--- src/rtl/synth_spi_regfile.sv ---
// SPI-slave command decoder and oscillator register bank for the synth.
// Bytes from a synchronised mode-0 front end drive a small FSM; each register is committed atomically.
`timescale 1ns/1ps
module synth_spi_regfile #(
  parameter int N_OSC     = 2,
  parameter int WAVE_W    = 3,
  parameter int FREQ_W    = 24,
  parameter int PHASE_W   = 16,
  parameter int AMP_W     = 16,
  parameter int TIMEOUT_W = 20
) (
  input  logic                     i_clk50mhz,
  input  logic                     i_rst,
  input  logic                     i_spi_clk,
  input  logic                     i_spi_mosi,
  input  logic                     i_spi_ss,
  output logic                     o_spi_miso,
  output logic [N_OSC*WAVE_W-1:0]  o_wave,
  output logic [N_OSC*FREQ_W-1:0]  o_freq,
  output logic [N_OSC*PHASE_W-1:0] o_phase,
  output logic [N_OSC*AMP_W-1:0]   o_amp,
  output logic [N_OSC-1:0]         o_update,
  output logic                     o_cmd_err,
  output logic                     o_timeout
);
  localparam int FREQ_B = (FREQ_W + 7) / 8;
  localparam int STG_W  = (FREQ_B > 2) ? FREQ_B * 8 : 16;

  typedef enum logic [1:0] {S_IDLE, S_PAYLOAD, S_COMMIT} state_t;

  // ---------------- SPI front end ----------------
  logic [2:0] sclk_q;
  logic [1:0] ss_q, mosi_q;
  logic       ss_prev_q;
  logic [7:0] rx_q, last_q, tx_q;
  logic [2:0] bit_q;
  logic       bv_q;
  logic       sclk_rise, sclk_fall, ss_n, ss_fall;

  assign sclk_rise  = sclk_q[1] & ~sclk_q[2];
  assign sclk_fall  = ~sclk_q[1] & sclk_q[2];
  assign ss_n       = ss_q[1];
  assign ss_fall    = ss_prev_q & ~ss_n;
  assign o_spi_miso = tx_q[7] & ~ss_n;

  always_ff @(posedge i_clk50mhz or posedge i_rst) begin
    if (i_rst) begin
      sclk_q    <= '0;
      ss_q      <= '1;
      mosi_q    <= '0;
      ss_prev_q <= 1'b1;
      rx_q      <= '0;
      last_q    <= '0;
      tx_q      <= '0;
      bit_q     <= '0;
      bv_q      <= 1'b0;
    end else begin
      sclk_q    <= {sclk_q[1:0], i_spi_clk};
      ss_q      <= {ss_q[0], i_spi_ss};
      mosi_q    <= {mosi_q[0], i_spi_mosi};
      ss_prev_q <= ss_n;
      bv_q      <= 1'b0;
      // Deselect drops any partial byte; the command FSM keeps its state.
      if (ss_n) bit_q <= '0;
      else if (sclk_rise) begin
        rx_q  <= {rx_q[6:0], mosi_q[1]};
        bit_q <= bit_q + 3'd1;
        if (bit_q == 3'd7) begin
          bv_q   <= 1'b1;
          last_q <= {rx_q[6:0], mosi_q[1]};
        end
      end
      if (ss_fall) tx_q <= last_q;
      else if (!ss_n && sclk_fall) tx_q <= {tx_q[6:0], 1'b0};
    end
  end

  // ---------------- command FSM ----------------
  state_t               state_q, state_d;
  logic [3:0]           ch_q, ch_d;
  logic [2:0]           rsel_q, rsel_d, idx_q, idx_d, nb;
  logic [STG_W-1:0]     stage_q, stage_d;
  logic [TIMEOUT_W-1:0] tmo_q, tmo_d;
  logic                 err_q, err_d, to_q, to_d, cmd_ok;
  logic [N_OSC*WAVE_W-1:0]  wave_q, wave_d;
  logic [N_OSC*FREQ_W-1:0]  freq_q, freq_d;
  logic [N_OSC*PHASE_W-1:0] phase_q, phase_d;
  logic [N_OSC*AMP_W-1:0]   amp_q, amp_d;

  assign cmd_ok = (int'(last_q[7:4]) < N_OSC) && (last_q[3:0] >= 4'd1) && (last_q[3:0] <= 4'd4);

  always_comb begin
    case (rsel_q)
      3'd1:    nb = 3'd1;
      3'd2:    nb = 3'(FREQ_B);
      default: nb = 3'd2;
    endcase
  end

  always_ff @(posedge i_clk50mhz or posedge i_rst) begin
    if (i_rst) begin
      state_q <= S_IDLE;
      ch_q    <= '0;
      rsel_q  <= '0;
      idx_q   <= '0;
      stage_q <= '0;
      tmo_q   <= '0;
      err_q   <= 1'b0;
      to_q    <= 1'b0;
      wave_q  <= '0;
      freq_q  <= '0;
      phase_q <= '0;
      amp_q   <= '0;
    end else begin
      state_q <= state_d;
      ch_q    <= ch_d;
      rsel_q  <= rsel_d;
      idx_q   <= idx_d;
      stage_q <= stage_d;
      tmo_q   <= tmo_d;
      err_q   <= err_d;
      to_q    <= to_d;
      wave_q  <= wave_d;
      freq_q  <= freq_d;
      phase_q <= phase_d;
      amp_q   <= amp_d;
    end
  end

  always_comb begin
    state_d = state_q;
    ch_d    = ch_q;
    rsel_d  = rsel_q;
    idx_d   = idx_q;
    stage_d = stage_q;
    tmo_d   = tmo_q;
    err_d   = 1'b0;
    to_d    = 1'b0;
    case (state_q)
      S_IDLE: begin
        tmo_d = '0;
        if (bv_q && last_q != 8'h00) begin
          if (cmd_ok) begin
            ch_d    = last_q[7:4];
            rsel_d  = last_q[2:0];
            idx_d   = '0;
            stage_d = '0;
            state_d = S_PAYLOAD;
          end else err_d = 1'b1;
        end
      end
      S_PAYLOAD: begin
        // A byte arriving on the saturation cycle takes priority over the timeout.
        if (bv_q) begin
          stage_d[{idx_q[1:0], 3'b000} +: 8] = last_q;
          idx_d = idx_q + 3'd1;
          tmo_d = '0;
          if (idx_q + 3'd1 == nb) state_d = S_COMMIT;
        end else if (tmo_q == '1) begin
          to_d    = 1'b1;
          stage_d = '0;
          state_d = S_IDLE;
        end else tmo_d = tmo_q + 1'b1;
      end
      default: state_d = S_IDLE;
    endcase
  end

  // Field write lands on the edge into COMMIT so value and o_update appear together.
  always_comb begin
    wave_d  = wave_q;
    freq_d  = freq_q;
    phase_d = phase_q;
    amp_d   = amp_q;
    if (state_q == S_PAYLOAD && state_d == S_COMMIT) begin
      case (rsel_q)
        3'd1:    wave_d[ch_q*WAVE_W +: WAVE_W]    = stage_d[WAVE_W-1:0];
        3'd2:    freq_d[ch_q*FREQ_W +: FREQ_W]    = stage_d[FREQ_W-1:0];
        3'd3:    phase_d[ch_q*PHASE_W +: PHASE_W] = stage_d[PHASE_W-1:0];
        default: amp_d[ch_q*AMP_W +: AMP_W]       = stage_d[AMP_W-1:0];
      endcase
    end
    o_update = (state_q == S_COMMIT) ? (N_OSC'(1) << ch_q) : '0;
  end

  assign o_wave    = wave_q;
  assign o_freq    = freq_q;
  assign o_phase   = phase_q;
  assign o_amp     = amp_q;
  assign o_cmd_err = err_q;
  assign o_timeout = to_q;
endmodule

--- config.mk ---
export PLATFORM = sky130hd
export DESIGN_NAME = synth_spi_regfile
export DESIGN_NICKNAME = d
export VERILOG_FILES = /design/src/rtl/synth_spi_regfile.sv
export SDC_FILE = /design/constraint.sdc
export NUM_CORES = 1
export LEC_CHECK = 0
export ABC_CLOCK_PERIOD_IN_PS = 20700
export CAP_MARGIN = 20
export CORE_MARGIN = 8
export CORE_UTILIZATION = 45
export DETAILED_ROUTE_END_ITERATION = 10
export PLACE_DENSITY = 0.77
export SETUP_SLACK_MARGIN = 0.5
export SLEW_MARGIN = 20
export SYNTH_ARGS = -nofsm -noshare
export SYNTH_HDL_FRONTEND = slang
export SYNTH_SLANG_ARGS = --single-unit
--- constraint.sdc ---
create_clock -name i_clk50mhz -period 20.7 [get_ports i_clk50mhz]
set_input_delay 3.105 -clock i_clk50mhz [delete_from_list [all_inputs] [get_ports i_clk50mhz]]
set_output_delay 3.105 -clock i_clk50mhz [all_outputs]
set_load 0.005 [all_outputs]
Yosys cells after proc, flatten, opt, wreduce, memory -nomap -nowiden. Cells that the tools add are included.

Register bits after elaboration: 211. Input port bits: 5. Output and inout bits: 123. Logic and storage cells: 122.

$add $sub $neg: 7. Multiply operators: 2. Magnitude comparators: 3. Eq/ne operators: 13. Shifts and indexed selects: 9. Multiplexer cells: 38. Bitwise operators: 8. Reduce and logical (&&, ||, !) cells: 21.

Operators by type and width (count): 24-bit 2-to-1 mux (4); 32-bit bitwise mux (2); 48-bit bitwise mux (1); 24-bit case mux with 2 select lines (1); 24-bit by 34-bit variable shift with 48-bit output (first input constant) (1); 24-bit by 34-bit indexed part select with 48-bit output (1); 20-bit 2-to-1 mux (2); 20-bit case mux with 2 select lines (1); 6-bit negator with 34-bit output (1); 8-bit negator with 34-bit output (1); 9-bit negator with 34-bit output (1); 16-bit by 34-bit variable shift with 32-bit output (first input constant) (1); 3-bit by 34-bit variable shift with 6-bit output (first input constant) (1); 16-bit by 34-bit indexed part select with 32-bit output (1); 3-bit by 34-bit indexed part select with 6-bit output (1); 24-bit bitwise mux (1); 8-bit by 7-bit variable shift with 24-bit output (first input constant) (1); 8-bit by 7-bit indexed part select with 24-bit output (1); 20-bit by 1-bit adder with 20-bit output (second input constant) (1); 20-bit equality test (second input constant) (1); 8-bit 2-to-1 mux (2); 3-bit 2-to-1 mux (5); 4-bit by 2-bit multiplier with 6-bit output (second input constant) (2); 2-bit 2-to-1 mux (6); other kinds (29) (61).

Logic depth before layout (Yosys ltp).
Word-level depth: 9. Depth in mapped cells: 15. Mapped depth without buffers: 12.

Worst setup path before layout. Ideal clock, no wire load.

Kind: flip-flop to output port. From: register ch_q[0]. To: output o_update[0]. Data arrival time: 1.596 ns. Data required time: 17.595 ns. Setup slack: 15.999 ns. Stages on the path, launching flop included: 6. Path buffers: 4. Cell sequence: dfrtp_1 buf_2 buf_1 clkbuf_1 buf_1 nor4_1.

Longest elaborated chain between the ends: 2.

Ends and longest elaborated chain: start: declaration (RTL line 80) `logic [3:0] ch_q, ch_d;`; start signal: assignment (RTL line 116) `ch_q <= ch_d;`; 1-bit by 4-bit left shift with 2-bit output (RTL line 183) `o_update = (state_q == S_COMMIT) ? (N_OSC'(1) << ch_q) : '0;`; 2-bit 2-to-1 mux (RTL line 183); end: declaration (RTL line 22) `output logic [N_OSC-1:0] o_update,`.

No other way between the ends.

Final worst setup path.
From: register ch_q[2]. To: output o_update[1].

Same word-level chain as after synthesis.

==> impl_metrics.json <==
{
  "clk_path_buf_depth": 3,
  "grt.total_usage": 0.187,
  "synthSimpleGateAreaFrac": 0.157,
  "drt_wl_total_um": 26700,
  "combPwrFrac": 0.020,
  "root_buffer": "clkbuf_16",
  "synth_xor_area_frac": 0.0274,
  "sequentialPowerShare": 0.515,
  "ctsResizeCount": 0,
  "synth_nets": 926,
  "rsz0062_at_grt": "no",
  "die_y_um": 167,
  "slew_violations": 0,
  "htree_levels": 1,
  "hold_violations": 0,
  "cts.clk_slew.worst_paths_ns": 0.06,
  "io_pins": 128,
  "netlist_instances": 902,
  "first_pass_iters": 5,
  "core_area_mm2": 0.0225,
  "worst-setup-path-type": "reg2out",
  "drive_gt1_frac": 0.164,
  "setup_violations": 0,
  "hold_start": "sclk_q[0]",
  "postRouteAntennaNets": 0,
  "hold_depth": 0,
  "drc": 0,
  "n_antenna_cell": 0,
  "vdd_drop_max_mv": 0.0848,
  "whs_endpoint": "sclk_q[1]",
  "post_cts_buffers": 0,
  "p_sw_frac": 0.209,
  "cp_max_fo": 13,
  "vias_per_cell": 5.74,
  "numCtsBuffers": 22,
  "fin_area_mm2": 0.0124,
  "placedInstanceArea_mm2": 0.0117,
  "ys_seq_area_frac": 0.514,
  "worst_pin_slew_ns": 1.08,
  "gp_congestion": 0.943,
  "leakage_nw": 5.63,
  "min_path_type": "reg2reg",
  "crit_path_end_kind": "primary output",
  "num_vias": 7511,
  "period_share": 0.273,
  "syn_area_per_cell_um2": 11.4,
  "antenna_found_initial": 0,
  "netlist_area_mm2": 0.0103,
  "relSlewSlack": 0.275,
  "r2r_cells": 11,
  "status": "complete, no violations",
  "r2r-start": "ch_q[0]",
  "cap_violations": 0,
  "grt_pass1_wl_um": 42400,
  "wire_per_inst_um": 20.4,
  "p_per_area_mw_per_mm2": 66.4,
  "cts_tree": "yes",
  "area_growth_pct": 20.7,
  "critPathMaxStageDelay_ns": 0.58,
  "grt_pass1_vias": 7558,
  "dieArea_mm2": 0.0279,
  "clock_sinks": 211,
  "grt_overflow_total": 0,
  "final_nets": 1034,
  "intPower_uw": 652,
  "initial_utilization": 0.457,
  "grt_max_degree": 137,
  "insertion_delay_ns": 0.50,
  "synth-seq-cells": 211,
  "fin_setup_tns_ns": 0,
  "p_sw_uw": 172,
  "io_buffers": 127,
  "drt_iter0_markers": 556,
  "fp-row-count": 55,
  "cp_cell_sequence": "inv_1 > ha_1 > nand2_1 > nor4_1 > clkdlybuf4s50_1",
  "cp_data_arrival_time_ns": 2.54,
  "clock-skew-final_ns": 0.0159,
  "regToRegSetupSlack_ns": 15.97,
  "finalCriticalPeriod_ns": 5.65,
  "synth_cell_types": 74,
  "synth_enable_flop_cells": 0,
  "synth_fa_ha_area_frac": 0.0239,
  "p_clk_frac": 0.465,
  "synthMuxAreaShare": 0.141,
  "async_flop_share": 1.00,
  "die_x_um": 167,
  "dp.final_hpwl_um": 18700,
  "synth_compound_area_frac": 0.106,
  "synth_top_family_by_area": "simple AND/OR/NAND/NOR gates",
  "clock.fmax_mhz": 177,
  "crit-reg2reg-capture": "o_freq[20]",
  "cts.hold.buffers_added": 0,
  "ys_warn_count": 0,
  "ys.flop_type": "dfrtp_1",
  "worstPathRequired_ns": 17.59,
  "critPathSlowestCell": "clkdlybuf4s50_1",
  "start_kind": "flip-flop"
}
## cells by family after synthesis
logic type	after synthesis
AND/OR/NAND/NOR	287
AO/OA/AOI/OAI	157
multiplexers	130
flip-flops	211
adder cells (fa/ha/maj)	19
buffers and inverters	69
XOR/XNOR	29
## routing by layer
metal  vias to the layer above  GRT usage  wire length [µm]
met3                        27     0.0656              2710
met1                      3743      0.232             10900
li1                       3452          -                 -
met4                         0     0.0400               351
met5                         -          0                 0
met2                       289      0.309             12700
## per-stage QoR
stage / instances / setup WS [ns] / utilization / power, mW / hold WS, ns
2_1_floorplan: 902 / 11.83 / - / 0.443 / 0.331
3_5_place_dp: 1271 / 15.37 / 0.520 / 0.448 / 0.335
5_1_grt: 1309 / 14.87 / 0.551 / 0.849 / 0.352
6_report: 1309 / 15.05 / 0.551 / 0.824 / 0.344
3_3_place_gp: 1271 / 15.39 / 0.520 / 0.448 / 0.336
4_1_cts: 1309 / 14.99 / 0.551 / 0.831 / 0.348
## worst max-delay path by stage
stage / from / slack, ns / end
3_5_place_dp: i_rst / 15.37 / rx_q[5]
2_1_floorplan: i_rst / 11.83 / bit_q[0]
5_1_grt: ch_q[2] / 14.87 / o_update[1]
4_1_cts: ch_q[2] / 14.99 / o_update[0]
6_report: ch_q[2] / 15.05 / o_update[1]
3_3_place_gp: i_rst / 15.39 / rx_q[5]
## critical path: cells and delay by family, from the launching register on
family | cells | cell delay [ns]
and+or+nand+nor | 2 | 0.35
DFF | 1 | 0.54
adders and majority gates | 1 | 0.24
buffers and inverters | 2 | 0.90
## state kept, by name, summed over array words and instances (netlist names), 3 cells and up
signal and flops:
rsel_q 3, idx_q 3, tx_q 8, o_phase 32, bit_q 3, tmo_q 20
o_freq 48, o_amp 32, stage_q 24, last_q 8, rx_q 7, o_wave 6
sclk_q 3, ch_q 4
## placed cells by master (no fill, tap or decap), types with 13 or more instances in the layout
master,instances
dfrtp_1,208
o21ai_0,39
clkbuf_16,23
mux2i_1,15
nand2b_1,16
nand4_1,13
nand3_1,19
nor3_1,13
clkdlybuf4s50_1,127
a21oi_1,21
inv_1,20
ha_1,18
xor2_1,18
nor2b_1,17
mux2_2,104
nand2_1,69
nor2_1,63
## power by group through the flow
stage	combinational, mW	clock (mW)	sequential, mW
after floorplan	0.0130	0	0.430
after global placement	0.0167	0	0.431
after detailed placement	0.0170	0	0.431
after CTS	0.0171	0.390	0.424
after global routing	0.0187	0.405	0.425
final	0.0163	0.383	0.424
## synth_stat cells, types with 6 or more instances
master,instances,area [µm²]
mux2i_1,15,150
o32ai_1,9,78.8
mux2_1,11,124
nor3_1,13,65.1
nor2b_1,17,106
buf_2,10,50.1
nand3_1,19,95.1
nor4_1,7,43.8
a32oi_1,8,70.1
and2_1,11,68.8
mux2_2,104,1170
clkbuf_1,25,93.8
ha_1,18,225
o21ai_0,39,195
xnor2_1,9,78.8
nor3b_1,7,52.6
nor4bb_1,9,90.1
a21o_1,6,45.0
o211ai_1,8,60.1
a22oi_1,6,45.0
nor2_2,7,43.8
nor2_1,63,236
nand2_1,69,259
dfrtp_1,208,5200
inv_1,21,78.8
o21ai_1,8,40.0
o21a_1,8,60.1
nand2b_1,16,100
a21oi_1,21,105
o22ai_1,9,56.3
o22a_1,7,61.3
nand4_1,13,81.3
xor2_1,18,158
## final cells by class
type | instances | area [µm²]
sequential | 211 | 5280
timing repair buffer | 131 | 1300
fill | 1858 | 10100
tap | 285 | 357
clock inverter | 4 | 45.0
clock buffer | 34 | 647
inverter | 22 | 90.1
multi-input combinational | 622 | 4680
Power figures use the tool's default switching activity.
